===== src/rtl/decode_pipe.sv =====
// decode_pipe: instruction-decode stage with register file, write-before-read bypass,
// load-use hazard detection and the ID/EX pipeline register.
//
// Ports:
//   clk, rst                 rising-edge clock, asynchronous active-low reset
//   in_valid / in_ready      decode-slot handshake (in_ready = !hazard && !ex_stall)
//   ctrl_in                  control vector from the control unit
//   rsrc1, rsrc2, rdst       register addresses of the decoding instruction
//   in_port                  external input port, selectable as operand 1
//   wb_en, wb_addr, wb_data  register-file writeback
//   ex_stall, flush          downstream hold / squash of the ID/EX register
//   out_*                    registered ID/EX entry
//   bubble_cnt               saturating count of inserted load-use bubbles
module decode_pipe #(
  parameter int unsigned DATA_W     = 16,
  parameter int unsigned REG_AW     = 3,
  parameter int unsigned SIG_W      = 40,
  parameter int unsigned IN_SEL_BIT = 18,
  parameter int unsigned MEM_RD_BIT = 19
) (
  input  logic              clk,
  input  logic              rst,
  input  logic              in_valid,
  output logic              in_ready,
  input  logic [SIG_W-1:0]  ctrl_in,
  input  logic [REG_AW-1:0] rsrc1,
  input  logic [REG_AW-1:0] rsrc2,
  input  logic [REG_AW-1:0] rdst,
  input  logic [DATA_W-1:0] in_port,
  input  logic              wb_en,
  input  logic [REG_AW-1:0] wb_addr,
  input  logic [DATA_W-1:0] wb_data,
  input  logic              ex_stall,
  input  logic              flush,
  output logic              out_valid,
  output logic [SIG_W-1:0]  out_ctrl,
  output logic [DATA_W-1:0] out_data1,
  output logic [DATA_W-1:0] out_data2,
  output logic [REG_AW-1:0] out_rsrc1,
  output logic [REG_AW-1:0] out_rsrc2,
  output logic [REG_AW-1:0] out_rdst,
  output logic [15:0]       bubble_cnt
);

  localparam int unsigned NUM_REGS = 2 ** REG_AW;

  // Register file
  logic [DATA_W-1:0] rf_q [NUM_REGS];

  always_ff @(posedge clk or negedge rst) begin
    if (!rst) begin
      for (int i = 0; i < NUM_REGS; i++) rf_q[i] <= '0;
    end else if (wb_en) begin
      rf_q[wb_addr] <= wb_data;
    end
  end

  // Operand selection with same-cycle writeback bypass
  logic [DATA_W-1:0] rd1, rd2, op1;
  logic              hazard;

  always_comb begin
    rd1    = (wb_en && (wb_addr == rsrc1)) ? wb_data : rf_q[rsrc1];
    rd2    = (wb_en && (wb_addr == rsrc2)) ? wb_data : rf_q[rsrc2];
    op1    = ctrl_in[IN_SEL_BIT] ? in_port : rd1;
    // A load in EX whose result is needed now; rsrc1 is not a dependency when in_port is used.
    hazard = in_valid && out_valid && out_ctrl[MEM_RD_BIT] &&
             (((out_rdst == rsrc1) && !ctrl_in[IN_SEL_BIT]) || (out_rdst == rsrc2));
    in_ready = !hazard && !ex_stall;
  end

  // ID/EX register
  logic              valid_q, valid_d;
  logic [SIG_W-1:0]  ctrl_q, ctrl_d;
  logic [DATA_W-1:0] data1_q, data1_d, data2_q, data2_d;
  logic [REG_AW-1:0] rs1_q, rs1_d, rs2_q, rs2_d, rd_q, rd_d;
  logic [15:0]       bubble_q, bubble_d;

  always_comb begin
    valid_d  = valid_q;
    ctrl_d   = ctrl_q;
    data1_d  = data1_q;
    data2_d  = data2_q;
    rs1_d    = rs1_q;
    rs2_d    = rs2_q;
    rd_d     = rd_q;
    bubble_d = bubble_q;
    if (flush) begin
      valid_d = 1'b0;
      ctrl_d  = '0;
    end else if (ex_stall) begin
      // hold everything
    end else if (hazard) begin
      valid_d = 1'b0;
      ctrl_d  = '0;
      if (bubble_q != 16'hFFFF) bubble_d = bubble_q + 16'd1;
    end else begin
      valid_d = in_valid;
      ctrl_d  = in_valid ? ctrl_in : '0;
      data1_d = op1;
      data2_d = rd2;
      rs1_d   = rsrc1;
      rs2_d   = rsrc2;
      rd_d    = rdst;
    end
  end

  always_ff @(posedge clk or negedge rst) begin
    if (!rst) begin
      valid_q  <= 1'b0;
      ctrl_q   <= '0;
      data1_q  <= '0;
      data2_q  <= '0;
      rs1_q    <= '0;
      rs2_q    <= '0;
      rd_q     <= '0;
      bubble_q <= '0;
    end else begin
      valid_q  <= valid_d;
      ctrl_q   <= ctrl_d;
      data1_q  <= data1_d;
      data2_q  <= data2_d;
      rs1_q    <= rs1_d;
      rs2_q    <= rs2_d;
      rd_q     <= rd_d;
      bubble_q <= bubble_d;
    end
  end

  assign out_valid  = valid_q;
  assign out_ctrl   = ctrl_q;
  assign out_data1  = data1_q;
  assign out_data2  = data2_q;
  assign out_rsrc1  = rs1_q;
  assign out_rsrc2  = rs2_q;
  assign out_rdst   = rd_q;
  assign bubble_cnt = bubble_q;

endmodule


===== config.mk =====
export PLATFORM = sky130hd
export DESIGN_NAME = decode_pipe
export DESIGN_NICKNAME = d
export VERILOG_FILES = /design/src/rtl/decode_pipe.sv
export SDC_FILE = /design/constraint.sdc
export NUM_CORES = 1
export LEC_CHECK = 0
export BUFFER_PORTS_ARGS = -buffer_cell sky130_fd_sc_hd__buf_2
export CORE_MARGIN = 5
export CORE_UTILIZATION = 23
export DETAILED_ROUTE_END_ITERATION = 10
export GPL_TIMING_DRIVEN = 0
export PLACE_DENSITY = 0.36
export SYNTH_ARGS = -nofsm -noshare
export SYNTH_HDL_FRONTEND = slang
export SYNTH_SLANG_ARGS = --single-unit

===== constraint.sdc =====
create_clock -name clk -period 3.7 [get_ports clk]
set_input_delay 0.555 -clock clk [delete_from_list [all_inputs] [get_ports clk]]
set_output_delay 0.555 -clock clk [all_outputs]
set_load 0.01 [all_outputs]

== Word level (Yosys, flattened, before mapping) ==
Index checks and enable logic that the tools add are counted.

* Bits in registers: 226
* Output and inout bits: 99
* Input port bits: 90

* $lt $le $gt $ge: 4
* Add/sub/neg operators: 1
* Reductions and logical operators: 14
* Mux-type cells: 19
* Bitwise logic cells: 6
* Eq/ne operators: 6

{| class="wikitable"
|+ Operator list
! operator !! number
|-
| two-way mux 40 bit || 4
|-
| bitwise mux 128 bit || 1
|-
| two-way mux 16 bit || 8
|-
| binary-select mux 16 bit (select 3 bit) || 2
|-
| demux 16 bit (select 3 bit) || 1
|-
| adder 16 x 1 -> 16 bit (second input constant) || 1
|-
| != test 16 bit (second input constant) || 1
|-
| == test 3 bit || 4
|-
| >= comparator 4 bit (second input constant) || 3
|-
| inverter 3 -> 4 bit || 3
|-
| logical AND 1 bit || 8
|-
| < comparator 4 x 1 -> 1 bit (second input constant) || 1
|-
| AND reduction 4 bit || 1
|-
| logical NOT 1 bit || 3
|-
| two-way mux 1 bit || 3
|-
| inverter 1 bit || 3
|-
| AND reduction 3 bit || 1
|-
| != test 2 x 1 -> 1 bit (second input constant) || 1
|-
| logical OR 1 bit || 1
|}

== Logic depth before layout (Yosys ltp) ==
* Depth in word-level cells: 7
* Depth in mapped cells: 9
* Gate-level depth less buffers: 7

== Least setup slack after synthesis ==
OpenSTA, ideal clock, no wires.

* Path kind: in2reg
* From: in rsrc1[2]
* To: reg rd_q[0], in the netlist out_rdst[0]
* Slack: 1.343 ns
* Required time: 3.572 ns
* Stages on the path: 8
* Arrival time: 2.229 ns
* Library setup time: 0.128 ns
* Cell sequence: buf_6 -> xor2_1 -> or4_1 -> a21oi_2 -> nand2b_1 -> buf_6 -> buf_4 -> mux2_1

* Cells in the longest elaborated chain, start to end: 6

{| class="wikitable"
|+ RTL lines
! element !! RTL line !! RTL
|-
| start: declaration || 26 || <nowiki>input logic [REG_AW-1:0] rsrc1,</nowiki>
|-
| == test 3 bit || 68 || <nowiki>(((out_rdst == rsrc1) && !ctrl_in[IN_SEL_BIT]) || (out_rdst == rsrc2));</nowiki>
|-
| logical AND 1 bit || 68 ||
|-
| logical OR 1 bit || 68 ||
|-
| logical AND 1 bit || 67 || <nowiki>hazard = in_valid && out_valid && out_ctrl[MEM_RD_BIT] &&</nowiki>
|-
| inverter 1 bit (no source line) || -- ||
|-
| AND reduction 3 bit (no source line) || -- ||
|-
| end signal: assignment || 125 || <nowiki>rd_q <= rd_d;</nowiki>
|-
| end: declaration || 76 || <nowiki>logic [REG_AW-1:0] rs1_q, rs1_d, rs2_q, rs2_d, rd_q, rd_d;</nowiki>
|}

Every way passes these cells.
A chain may end at the register's enable or synchronous reset.

== Worst setup path in the final report ==
* From: in rsrc1[0]
* To: reg data1_q[13], in the netlist out_data1[13]

* Cells in the longest elaborated chain, start to end: 6

{| class="wikitable"
|+ RTL lines
! element !! RTL line !! RTL
|-
| inverter 3 -> 4 bit (implied by the code) / == test 3 bit (equally long branches) || 63, 68 ||
|-
| binary-select mux 16 bit (select 3 bit) / logical AND 1 bit (equally long branches) || 63, 68 ||
|-
| two-way mux 16 bit (implied by the code) / logical OR 1 bit (equally long branches) || 63, 68 ||
|-
| two-way mux 16 bit (implied by the code) / logical AND 1 bit (equally long branches) || 63, 67 ||
|-
| two-way mux 16 bit / inverter 1 bit (equally long branches) || -- ||
|-
| two-way mux 16 bit / AND reduction 3 bit (equally long branches) || -- ||
|-
| end signal: assignment || 121 || <nowiki>data1_q <= data1_d;</nowiki>
|-
| end: declaration || 75 || <nowiki>logic [DATA_W-1:0] data1_q, data1_d, data2_q, data2_d;</nowiki>
|}

Several ways; a longest one is shown, not always the timed one. The select of a mux whose other input is x is not followed.

==> impl_metrics.py <==
metrics = {
    "finish": {
        "nFillCells": 4945,
        "layout-drive-gt1-share": 0.398,
        "areaGrowthSynthToFinish_pct": 23.5,
        "postLayoutCellArea_mm2": 0.0136,
        "final_nets": 1151,
        "instances_no_fill": 1696,
        "utilization": 0.286,
    },
    "synth": {
        "yosysWarningCount": 0,
        "synth_async_sr_flop_share": 1.00,
        "syn_nets": 954,
        "yosys.cell_count.top_type": "sky130_fd_sc_hd__dfrtp_1",
        "synth-seq-cells": 226,
        "netlist_area_mm2": 0.0110,
        "synth_seq_area_share": 0.513,
        "synth_cells": 863,
        "synth.top_cells.by_area": "sky130_fd_sc_hd__dfrtp_1 (51%), sky130_fd_sc_hd__mux2_2 (15%), sky130_fd_sc_hd__mux4_2 (6.9%)",
        "synth.distinct_cells": 41,
        "ys_dominant_reg_cell": "sky130_fd_sc_hd__dfrtp_1",
        "yosys-top-cells-count": "sky130_fd_sc_hd__dfrtp_1 (226), sky130_fd_sc_hd__mux2_2 (147), sky130_fd_sc_hd__nand2_1 (57)",
        "post_synth_edffs": 0,
        "netlist.area_leader.share": 0.513,
        "netlist.top_cell.by_area": "sky130_fd_sc_hd__dfrtp_1",
        "avgSynthCellArea_um2": 12.8,
    },
    "run_status": {
        "run_status": "finished, final reports clean",
    },
    "global_route": {
        "grt_start_max_net_pins": 92,
        "grt_first_pass_wirelength_um": 60800,
        "met2_capacity_usage_during_global_routing": 0.246,
        "grt.overflow.total": 0,
        "global_route.usage.met1": 0.215,
        "globalRouteTotalUtil": 0.154,
        "grt.busiest_layer": "met2",
        "grtUsageMet3": 0.0284,
        "grt_antenna_before_repair": 4,
        "number_of_global_route_vias_before_repair": 8618,
    },
    "critical_path": {
        "critPathRequiredTime_ns": 4.13,
        "setup.worst_path.start_class": "primary input",
        "r2r_cells": 6,
        "timing.critical_path.to_type": "flip-flop",
        "cp_data_arrival_time_ns": 3.25,
        "cp_max_fo": 10,
        "timing.setup.critical_path_class": "primary input to flip-flop",
    },
    "detailed_routing": {
        "wire_per_inst_um": 24.2,
        "drt_pre_antenna_iters": 4,
        "post-route-drc-count": 0,
        "via_count": 8049,
        "detail-route-antenna-nets": 0,
        "drt-total-wl_um": 41100,
        "initialDrtViolationCount": 466,
        "vias_per_cell": 4.75,
    },
    "cts": {
        "post_cts.resized_instances": 0,
        "cts-buffers-inserted": 29,
        "ctsHoldBuffers": 1,
        "clkSinkCount": 226,
        "clock_latency_reported_for_the_late_side_of_the_worst_skew_pair_ns": 0.56,
        "cts_tree": "done",
        "root_buffer": "sky130_fd_sc_hd__clkbuf_16",
        "cts_setup_buffers": 0,
        "ctsLongestPathBuffers": 3,
        "cts.clk_slew.worst_paths_ns": 0.06,
        "htreeDepth": 1,
    },
    "hold_path": {
        "hold_depth": 2,
        "timing.hold.worst.class": "primary input to flip-flop",
    },
    "sta": {
        "timing_worst_slew_pin_value_ns": 1.10,
        "timing.fmax_ghz": 0.354,
        "timing.final.crit_period_ns": 2.82,
        "fin_clk_skew_ns": 0.00898,
        "final.setup.worst_slack_ns": 0.877,
        "drv_slew": 0,
        "report.final.hold_viol_count": 0,
        "slew-limit-headroom": 0.269,
        "rsz0062_at_grt": "no",
        "report.final.setup_viol": 0,
        "layout_worst_path_cycle_share": 0.763,
    },
    "pwr": {
        "clkPwrFrac": 0.380,
        "vdd.ir_drop.worst_mv": 0.298,
        "power_mw": 7.34,
        "pwr-share-comb": 0.187,
        "p_sw_frac": 0.282,
        "flop_pwr_share": 0.433,
        "switchingPower_mw": 2.07,
        "power.density_cell_area_mw_per_mm2": 539,
        "internal_power_mw": 5.27,
        "power_leakage_nw": 6.04,
    },
    "floorplanning": {
        "core_area_mm2": 0.0475,
        "fp-row-count": 80,
        "area_of_the_die_mm2": 0.0524,
        "starting_density_of_the_core": 0.232,
        "floorplan.die.width_um": 229,
        "num_io_pins": 189,
        "dieHeight_um": 229,
    },
    "placed_design": {
        "gpl.final_weighted_congestion": 0.779,
        "dpl.cell_count": 1643,
        "placed_area_mm2": 0.0127,
        "port_buffers": 162,
        "place_hpwl_um": 28500,
        "place_worst_setup_slack_ns": 0.374,
    },
    "flow_run": {
        "maxCapViolations": 0,
    },
}
-- critical path, cell delays in order --
cell and delay [ns]:
sky130_fd_sc_hd__buf_2 0.24, sky130_fd_sc_hd__xnor2_1 0.15, sky130_fd_sc_hd__nand4_1 0.57, sky130_fd_sc_hd__nand2b_1 0.25, sky130_fd_sc_hd__clkbuf_1 0.47, sky130_fd_sc_hd__buf_2 0.41, sky130_fd_sc_hd__a221oi_1 0.16, sky130_fd_sc_hd__a211oi_1 0.33
sky130_fd_sc_hd__o21ai_0 0.11
-- state kept, by name, summed over array words and instances (netlist names) --
name,count
out_valid,1
out_rsrc2,3
bubble_cnt,16
out_data2,16
out_rdst,3
out_data1,16
out_rsrc1,3
out_ctrl,40
rf_q,128
-- cell families (layout without fill, tap and decap cells) --
kind of cell	after synthesis	after routing	synth area share
muxes	219	219	0.255
xor gates and xnor gates	27	27	0.0214
DFF	226	226	0.513
other	0	3	0
and+or+nand+nor	134	134	0.0606
AOI/OAI and AO/OA	167	167	0.111
buffers and inverters	89	304	0.0383
adders and majority gates	1	1	0.00113
-- layout make-up --
class,instances,area (um^2),share of cell area
multi-input combinational,548,4960,0.364
inverter,3,11.3,0.000827
tap,615,769,0.0565
clock inverter,9,97.6,0.00717
buffer,86,412,0.0302
antenna,3,7.51,0.000551
timing repair buffer,166,893,0.0656
sequential,226,5660,0.415
clock buffer,40,817,0.0600
-- layout by cell type (no fill, tap or decap), drive strengths merged, types with 2 or more instances in the layout --
master / instances
a211o: 15
a211oi: 16
a221oi: 15
a22o: 40
and3: 4
buf: 214
bufinv: 2
clkbuf: 77
clkinv: 6
dfrtp: 226
diode: 3
inv: 3
mux2: 153
mux2i: 32
mux4: 34
nand2: 57
nand2b: 4
nand3: 9
nand4: 8
nand4b: 3
nor2: 23
nor2b: 2
nor3: 2
nor3b: 18
o21ai: 48
o221ai: 15
o22ai: 15
or2: 2
xnor2: 23
xor2: 4
-- routing by layer --
metal  share of wire  vias to the layer above
met1            0.46                     4182
met4           0.025                        2
met3           0.053                       52
met5         0.00032                        -
met2            0.46                      188
li1                -                     3625
-- through the flow --
stage | hold WS [ns] | setup TNS, ns
after floorplan | 0.259 | 0
after global placement | 0.463 | -575.11
after detailed placement | 0.465 | 0
after CTS | 0.171 | 0
after global routing | 0.182 | 0
final | 0.212 | 0
-- path summary, 6_finish.rpt --
path                                      startpoint                         to  slack [ns]
hold / removal                           ctrl_in[12]   out_ctrl[12]$_DFFE_PN0P_        0.21
hold reg to reg            out_data2[15]$_DFFE_PN0P_  out_data2[15]$_DFFE_PN0P_        0.47
max in group asynchronous                        rst   out_ctrl[17]$_DFFE_PN0P_        1.93
min in group asynchronous                        rst      rf_q[114]$_DFFE_PN0P_        0.53
setup reg to reg             out_rdst[1]$_DFFE_PN0P_  out_data2[10]$_DFFE_PN0P_        1.17
setup / recovery                            rsrc1[0]  out_data1[13]$_DFFE_PN0P_        0.88
-- power by group through the flow --
stage / clock (mW) / combinational (mW) / sequential [mW]
floorplan: 0 / 0.876 / 3.18
global placement: 0 / 1.38 / 3.22
CTS: 2.89 / 1.41 / 3.18
finish: 2.79 / 1.38 / 3.18
detailed placement: 0 / 1.41 / 3.22
global route: 2.97 / 1.52 / 3.24
No activity file was read; power rests on OpenSTA's default activity.
